==> config.mk <==
export PLATFORM = sky130hd
export DESIGN_NAME = shift_rows_pipe
export DESIGN_NICKNAME = d
export VERILOG_FILES = /design/src/rtl/shift_rows_pkg.sv /design/src/rtl/shift_rows_perm.sv /design/src/rtl/shift_rows_pipe.sv
export SDC_FILE = /design/constraint.sdc
export NUM_CORES = 1
export LEC_CHECK = 0
export BUFFER_PORTS_ARGS = -buffer_cell sky130_fd_sc_hd__buf_2
export CAP_MARGIN = 0
export CORE_MARGIN = 2
export CORE_UTILIZATION = 53
export DETAILED_ROUTE_END_ITERATION = 7
export HOLD_SLACK_MARGIN = 0.03
export PLACE_DENSITY = 0.84
export SYNTH_ARGS = -nofsm -noshare
export SYNTH_HDL_FRONTEND = slang
export SYNTH_SLANG_ARGS = --single-unit
==> constraint.sdc <==
create_clock -name i_clk -period 2.35 [get_ports i_clk]
set_input_delay 0.47 -clock i_clk [delete_from_list [all_inputs] [get_ports i_clk]]
set_output_delay 0.47 -clock i_clk [all_outputs]
set_load 0.01 [all_outputs]
==> src/rtl/shift_rows_pkg.sv <==
// ============================================================================
// Module : shift_rows_pkg
// Brief  : Shared limits and row-offset rule for the ShiftRows pipeline stage.
// Rev    : 1.0
// ============================================================================
`default_nettype none

package shift_rows_pkg;

  localparam int NB_MIN = 4;
  localparam int NB_MAX = 8;

  // Rijndael row offsets: wider states push the upper rows one column further.
  function automatic int row_offset(input int nb, input int r);
    int off;
    off = r;
    if ((nb == 7) && (r == 3)) off = 4;
    if ((nb == 8) && (r >= 2)) off = r + 1;
    return off;
  endfunction

endpackage

`default_nettype wire

==> src/rtl/shift_rows_perm.sv <==
// ============================================================================
// Module : shift_rows_perm
// Brief  : Combinational ShiftRows / InvShiftRows byte permutation.
// Rev    : 1.0
// ============================================================================
`default_nettype none

module shift_rows_perm
  import shift_rows_pkg::*;
#(
  parameter int NB = 4
) (
  input  logic [NB*32-1:0] i_block,
  input  logic             i_inv,
  output logic [NB*32-1:0] o_block
);

  for (genvar c = 0; c < NB; c++) begin : g_col
    for (genvar r = 0; r < 4; r++) begin : g_row
      localparam int c_off = row_offset(NB, r);
      localparam int c_fwd = (c + c_off) % NB;
      localparam int c_inv = (c - c_off + NB) % NB;

      assign o_block[NB*32-1-32*c-8*r -: 8] = i_inv
          ? i_block[NB*32-1-32*c_inv-8*r -: 8]
          : i_block[NB*32-1-32*c_fwd-8*r -: 8];
    end
  end

endmodule

`default_nettype wire

==> src/rtl/shift_rows_pipe.sv <==
// ============================================================================
// Module : shift_rows_pipe
// Brief  : ShiftRows stage with a 2-entry output FIFO and valid/ready flow.
// Rev    : 1.0
// ============================================================================
`default_nettype none

module shift_rows_pipe
  import shift_rows_pkg::*;
#(
  parameter int NB    = 4,
  parameter int TAG_W = 4
) (
  input  logic             i_clk,
  input  logic             i_rst_n,
  input  logic             i_valid,
  output logic             o_ready,
  input  logic [NB*32-1:0] i_block,
  input  logic             i_inv,
  input  logic [TAG_W-1:0] i_tag,
  output logic             o_valid,
  input  logic             i_ready,
  output logic [NB*32-1:0] o_block,
  output logic [TAG_W-1:0] o_tag
);

  localparam int c_bw = NB * 32;

  if ((NB < NB_MIN) || (NB > NB_MAX)) begin : g_nb_check
    $error("shift_rows_pipe: NB=%0d outside legal range", NB);
  end

  logic [c_bw-1:0]             w_perm;
  logic                        w_push;
  logic                        w_pop;
  logic [1:0][c_bw-1:0]        r_mem_block;
  logic [1:0][TAG_W-1:0]       r_mem_tag;
  logic                        r_wr_ptr;
  logic                        r_rd_ptr;
  logic [1:0]                  r_count;

  shift_rows_perm #(
    .NB (NB)
  ) u_perm (
    .i_block (i_block),
    .i_inv   (i_inv),
    .o_block (w_perm)
  );

  // Status flags come only from the registered count, never from i_ready.
  assign o_ready = (r_count != 2'd2);
  assign o_valid = (r_count != 2'd0);
  assign w_push  = i_valid & o_ready;
  assign w_pop   = o_valid & i_ready;
  assign o_block = r_mem_block[r_rd_ptr];
  assign o_tag   = r_mem_tag[r_rd_ptr];

  always_ff @(posedge i_clk or negedge i_rst_n) begin
    if (!i_rst_n) begin
      r_mem_block <= '0;
      r_mem_tag   <= '0;
      r_wr_ptr    <= 1'b0;
      r_rd_ptr    <= 1'b0;
      r_count     <= 2'd0;
    end else begin
      if (w_push) begin
        r_mem_block[r_wr_ptr] <= w_perm;
        r_mem_tag[r_wr_ptr]   <= i_tag;
        r_wr_ptr              <= ~r_wr_ptr;
      end
      if (w_pop) begin
        r_rd_ptr <= ~r_rd_ptr;
      end
      case ({w_push, w_pop})
        2'b10:   r_count <= r_count + 2'd1;
        2'b01:   r_count <= r_count - 2'd1;
        default: r_count <= r_count;
      endcase
    end
  end

endmodule

`default_nettype wire

==> flow_summary.toml, run 1 <==
[cts]
h-tree-depth = 1
cts_buffers = 28
clk_latency_ns = 0.53
clk_path_buf_depth = 3
cts_sinks = 268
path_clk_slew_ns = 0.06
cts_tree = "yes"
cts-root-buf = "clkbuf_16"

[global_route]
grt-ovfl-total = 0
grt_max_degree = 65
grt_antenna_before_repair = 2
grt_pass1_vias = 8279
grt_use_total_pct = 21.71
grt_pass1_wl_um = 45040

[drt]
antenna_left = 0
drc_errors = 0
wl_per_cell_um = 19.91
vias = 7566
drt_iter0_drc = 285
drt_wl_total_um = 28450
firstDrtPassIters = 4
via_per_inst = 5.295

[power_and_ir_drop]
power.total_mw = 24.78
power.density_nw_per_um2 = 1554
p_leak_nw = 7.416
ir_drop_uv = 1021

[finish]
stdcell_count = 1429
area_growth_pct = 22.40
nFillCells = 1698
multiInputGateArea_um2 = 5906
seq_area_um2 = 6710
final_common_cell = "mux2_2"
drive_above_1_share_pct = 74.46
finalNetCount = 1220
mostFrequentLayoutCells = "mux2_2 (297), buf_2 (267), dfrtp_1 (267)"

[critical_path]
slowest_stage = "dfrtp_4"
critPathKind = "reg2out"
crit_required_ns = 1.88
crit_path_max_incr_delay_ns = 0.44
end_kind = "output pin"
crit_path_start_kind = "register"
r2r_slack_ns = 0.51
cp_max_fo = 29
arrival_ns = 1.87
cp_cell_sequence = "buf_12 -> buf_16 -> mux2_2 -> buf_2"

[synthesis]
synth_edf_count = 0
mappedNetlistNets = 931
ys_top_cells_by_area = "dfrtp_1 (51%), mux2_2 (26%), mux2_4 (18%)"
avgSynthCellArea_um2 = 16.43
synthArstFlopShare_pct = 100.0
synth_cell_types = 18
yosys_register_bits = 268
ys_seq_area_share_pct = 51.47
syn_area_um2 = 13030
yosysTopAreaCell = "dfrtp_1"
netlist.area_leader.share_pct = 51.47
syn_inst = 793
synthFlopType = "dfrtp_1"
yosysWarningCount = 0

[floorplan]
core_um2 = 24250
initial_utilization_pct = 53.73
die_w_um = 160.8
die_h_um = 160.8
fp-row-count = 57
die-area_um2 = 25850
io_pins = 271

[place]
dp_hpwl_um = 18880
dp_cells = 1371
port_buffers = 270
place_congestion = 0.8129

[timing]
setup_violations = 0
fmax_ghz = 0.4272
fin_crit_sh_pct = 99.61
rsz0062_at_grt = "true"
period_minus_slack_ns = 2.341
finalMaxSlewViolations = 0
slew_headroom_pct = 65.58
worstMarginPinSlew_ns = 0.5163
fin_worst_skew_ns = 0.01060
hold_viol_final = 0

[outcome]
status = "complete, no violations"

[run]
drv_cap = 0

[worst_hold_path]
hp-class = "in2reg"
[worst paths after layout]
kind	startpoint	end	cells after the start
max in group asynchronous	i_rst_n	r_rd_ptr	3
min reg2reg	r_wr_ptr	r_wr_ptr	1
min in group asynchronous	i_rst_n	r_mem_block[61]	2
min	i_block[31]	r_mem_block[31]	2
max	r_rd_ptr	o_block[102]	4
max reg2reg	r_count[0]	r_mem_block[95]	5
[Yosys cell counts, types with 2 or more instances]
cell / instances
mux2_2: 300
xnor2_1: 3
xor2_1: 2
buf_2: 19
clkbuf_1: 12
buf_6: 2
mux2_4: 160
buf_8: 18
dfrtp_1: 268
[through the flow]
step           hold slack (ns)  setup TNS (ns)  cell area [µm²]  utilization (%)  worst slack (ns)
2_1_floorplan           0.1744               0            13030                -            0.4938
6_report                0.1793               0            15950            65.77          0.009105
3_5_place_dp            0.4492               0            14830            61.16            0.4369
3_3_place_gp            0.4534               0            14830            61.16            0.4359
4_1_cts                 0.1542               0            15910            65.60          0.006875
5_1_grt                 0.1654         -0.1248            15950            65.77          -0.03199
[sequential cells by signal (all words and copies together), names as in the netlist]
register / flops
r_wr_ptr: 1
r_rd_ptr: 1
r_mem_block: 256
r_mem_tag: 8
r_count: 2
[cells by family after synthesis]
| kind of cell | count (synthesis) | share of synthesized area (%) |
|---|---|---|
| mux | 460 | 44.37 |
| xor+xnor | 5 | 0.3362 |
| buf+inv | 52 | 3.352 |
| simple gates | 7 | 0.3746 |
| fa+ha+maj | 1 | 0.09602 |
| flops | 268 | 51.47 |
[area by class of cell]
| cell class | instances | area share, % |
|---|---|---|
| antenna | 1 | 0.01569 |
| tap | 324 | 2.542 |
| clock buffer | 41 | 5.272 |
| multi-input combinational | 473 | 37.03 |
| sequential | 268 | 42.08 |
| clock inverter | 11 | 1.130 |
| timing repair buffer | 311 | 11.93 |
[report_power, final]
group          total (mW)  internal (mW)  switching [mW]
logic                11.5           6.92            4.62
registers            8.42           7.03            1.39
clock network        4.82           3.02            1.80
total                24.8           17.0            7.81
[repair_timing]
action / CTS / global route
resized for setup: 1 / 7
endpoints found under the setup margin: 120 / 12
endpoints found under the hold margin: 55 / 0
buffers inserted: 4 / 0
hold buffers: 1 / 0
[worst max-delay path, delay by kind of cell, from the launching register on]
kind     cells  cell delay, ns
flops        1            0.44
buf+inv      3            0.49
mux          1            0.38
[layer usage]
layer | wire length, µm | up-vias | track usage, %
met5 | 13 | - | 0
met4 | 728 | 2 | 6.291
met3 | 1594 | 59 | 4.726
met2 | 13640 | 209 | 36.32
met1 | 12470 | 3863 | 28.70
li1 | - | 3433 | -
Power figures use the tool's default switching activity.
==> run 2, diff against run 1 <==
--- a/config.mk
+++ b/config.mk
@@ -11,7 +11,8 @@
 export CORE_UTILIZATION = 53
 export DETAILED_ROUTE_END_ITERATION = 7
 export HOLD_SLACK_MARGIN = 0.03
-export PLACE_DENSITY = 0.84
+export PLACE_DENSITY = 0.83
 export SYNTH_ARGS = -nofsm -noshare
 export SYNTH_HDL_FRONTEND = slang
+export SYNTH_HIERARCHICAL = 1
 export SYNTH_SLANG_ARGS = --single-unit
==> flow_summary.toml, run 2 <==
[timing]
fin_worst_skew_ns = 0.01156
fin_crit_sh_pct = 100.8
rsz0062_at_grt = "true"
setup_violations = 3
slew_headroom_pct = 61.43
finalWorstSetupSlack_ns = -0.01849
worstMarginPinSlew_ns = 0.5786
hold_viol_final = 0
finalMaxSlewViolations = 0
period_minus_slack_ns = 2.368
fmax_ghz = 0.4222

[critical_path]
cp_cell_sequence = "buf_16 -> mux2_2 -> buf_2"
critical_path.top_delay_family = "flip-flops"
crit_buf_inv = 2
slowest_stage = "dfrtp_4"
critPathKind = "reg2out"
crit_required_ns = 1.88
end_kind = "output pin"
arrival_ns = 1.90
crit_path_max_incr_delay_ns = 0.53
cp_max_fo = 37
crit_path_start_kind = "register"

[floorplan]
die_h_um = 165.6
initial_utilization_pct = 53.57
die-area_um2 = 27430
fp-row-count = 59
core_um2 = 25840
io_pins = 271
die_w_um = 165.6

[finish]
diodes = 0
largest-register = "r_mem_block"
stdcell_area_um2 = 16120
largest_reg_flops = 256
mostFrequentLayoutCells = "buf_2 (268), dfrtp_1 (267), mux2_2 (238)"
finalNetCount = 1213
stdcell_count = 1434
area_growth_pct = 16.42
drive_above_1_share_pct = 74.16
nFillCells = 1932
final_common_cell = "buf_2"
reg.largest.list = "r_mem_block (256), r_mem_tag (8), r_count (2)"

[synthesis]
netlist_top_cells_count = "dfrtp_1 (268), mux2_2 (240), mux2_4 (220), buf_4 (64), buf_8 (18)"
synthFlopType = "dfrtp_1"
yosysWarningCount = 6
yosysTopAreaCell = "dfrtp_1"
yosys_register_bits = 268
avgSynthCellArea_um2 = 16.15
syn_area_um2 = 13840
ys_seq_area_share_pct = 48.45
syn_inst = 857
yosysMostFrequentCell = "dfrtp_1"
mappedNetlistNets = 995
synth_edf_count = 0
ys_top_cells_by_area = "dfrtp_1 (48%), mux2_4 (24%), mux2_2 (20%)"
synthArstFlopShare_pct = 100.0
synth_cell_types = 19
netlist.area_leader.share_pct = 48.45

[drt]
antenna_left = 0
drt_wl_total_um = 28290
drc_errors = 0
vias = 7497
via_per_inst = 5.228
wl_per_cell_um = 19.72
firstDrtPassIters = 4
drt_iter0_drc = 350

[power_and_ir_drop]
seqPwrFrac_pct = 34.2
p_clk_share_pct = 19.4
p_switching_mw = 7.776
internal_power_mw = 16.78
pwr-share-comb_pct = 46.4
power.density_nw_per_um2 = 1523
p_leak_nw = 7.621
ir_drop_uv = 996.2
power.total_mw = 24.55
switching_share_pct = 31.67

[global_route]
grt-ovfl-total = 0
grt_antenna_before_repair = 0
grt_max_degree = 67
grt_pass1_vias = 8348
grt_use_total_pct = 20.48
grt_pass1_wl_um = 46110

[cts]
clk_path_buf_depth = 3
h-tree-depth = 1
path_clk_slew_ns = 0.06
cts_sinks = 268
cts_tree = "yes"
cts_buffers = 30
clk_latency_ns = 0.54
cts-root-buf = "clkbuf_16"

[place]
dp_hpwl_um = 18900
port_buffers = 270
place_congestion = 0.7661
dp_cells = 1374
placed_cell_area_um2 = 15020

[worst_hold_path]
hp-class = "in2reg"

[run]
drv_cap = 0

[outcome]
status = "complete, but fails checks"
violations = "setup timing"
[run 2: changes by cell type in the layout (fill, tap and decap cells not counted), sizes merged, moves of 2 or more]
cell / before / now
buf: 310 / 301
bufinv: 5 / 3
clkbuf: 41 / 43
clkinvlp: 0 / 2
[run 2: repair_timing]
action                                 4_1_cts  5_1_grt
resized for setup                            0        8
endpoints found under the hold margin       59        0
setup buffers                                0        3
setup endpoints to repair                  127      127
hold buffers                                 1        0
[run 2: final timing paths]
check,startpoint,endpoint,depth (start not counted),slack (ns)
worst max register to register,r_count[0],r_mem_block[133],5,0.51
max in group asynchronous,i_rst_n,r_mem_block[132],3,1.08
worst min register to register,r_mem_block[7],r_mem_block[7],1,0.50
worst max-delay path,r_rd_ptr,o_block[16],3,-0.02
worst min-delay path,i_block[42],r_mem_block[234],2,0.17
min in group asynchronous,i_rst_n,r_mem_block[94],2,0.48
[run 2: layer usage]
layer | global-route usage (%) | up-vias | share of wire, %
met5 | 0 | - | 0
li1 | - | 3421 | -
met1 | 28.20 | 3836 | 44
met4 | 4.386 | 0 | 1.9
met3 | 4.110 | 39 | 5.4
met2 | 33.86 | 201 | 48
[run 2: cells by family (layout without fill, tap and decap cells)]
| group | Yosys count | in the layout | share of synthesized area [%] |
|---|---|---|---|
| buffers and inverters | 116 | 358 | 7.367 |
| AND/OR/NAND/NOR | 7 | 7 | 0.3887 |
| adder cells (fa/ha/maj) | 1 | 1 | 0.09038 |
| XOR/XNOR | 5 | 5 | 0.3164 |
| flip-flops | 268 | 268 | 48.45 |
| multiplexers | 460 | 460 | 43.39 |
[run 2: power by group through the flow]
stage / Clock (mW) / Combinational (mW) / Sequential [mW]
finish: 4.77 / 11.4 / 8.39
floorplan: 0 / 8.53 / 7.87
CTS: 4.89 / 11.4 / 8.38
detailed placement: 0 / 11.3 / 8.39
global route: 5.09 / 12.2 / 8.67
global placement: 0 / 11.1 / 8.27
[run 2: area by class of cell]
class	count	area [µm²]	share of cell area, %
Sequential cell	268	6710	41.64
Multi-Input combinational cell	473	6127	38.02
Timing Repair Buffer	302	1837	11.40
Clock buffer	43	870.8	5.404
Tap cell	335	419.2	2.601
Clock inverter	13	151.4	0.9394
[run 2: worst reg2reg max path, cell delays in order (launching register included)]
cell and delay, ns:
dfrtp_1 0.41, nand2b_4 0.17, and3_4 0.29, buf_12 0.20
buf_12 0.25, mux2_2 0.40
[run 2: per-stage QoR]
step	utilization (%)	setup WS (ns)	TNS, ns	hold slack (ns)
after global routing	62.37	-0.07371	-4.868	0.1531
after detailed placement	58.15	0.5189	0	0.4802
after global placement	58.15	0.5236	0	0.4767
final	62.37	-0.01849	-0.02073	0.1703
after floorplan	-	0.4902	0	0.1744
after CTS	62.14	-0.07639	-4.571	0.1349
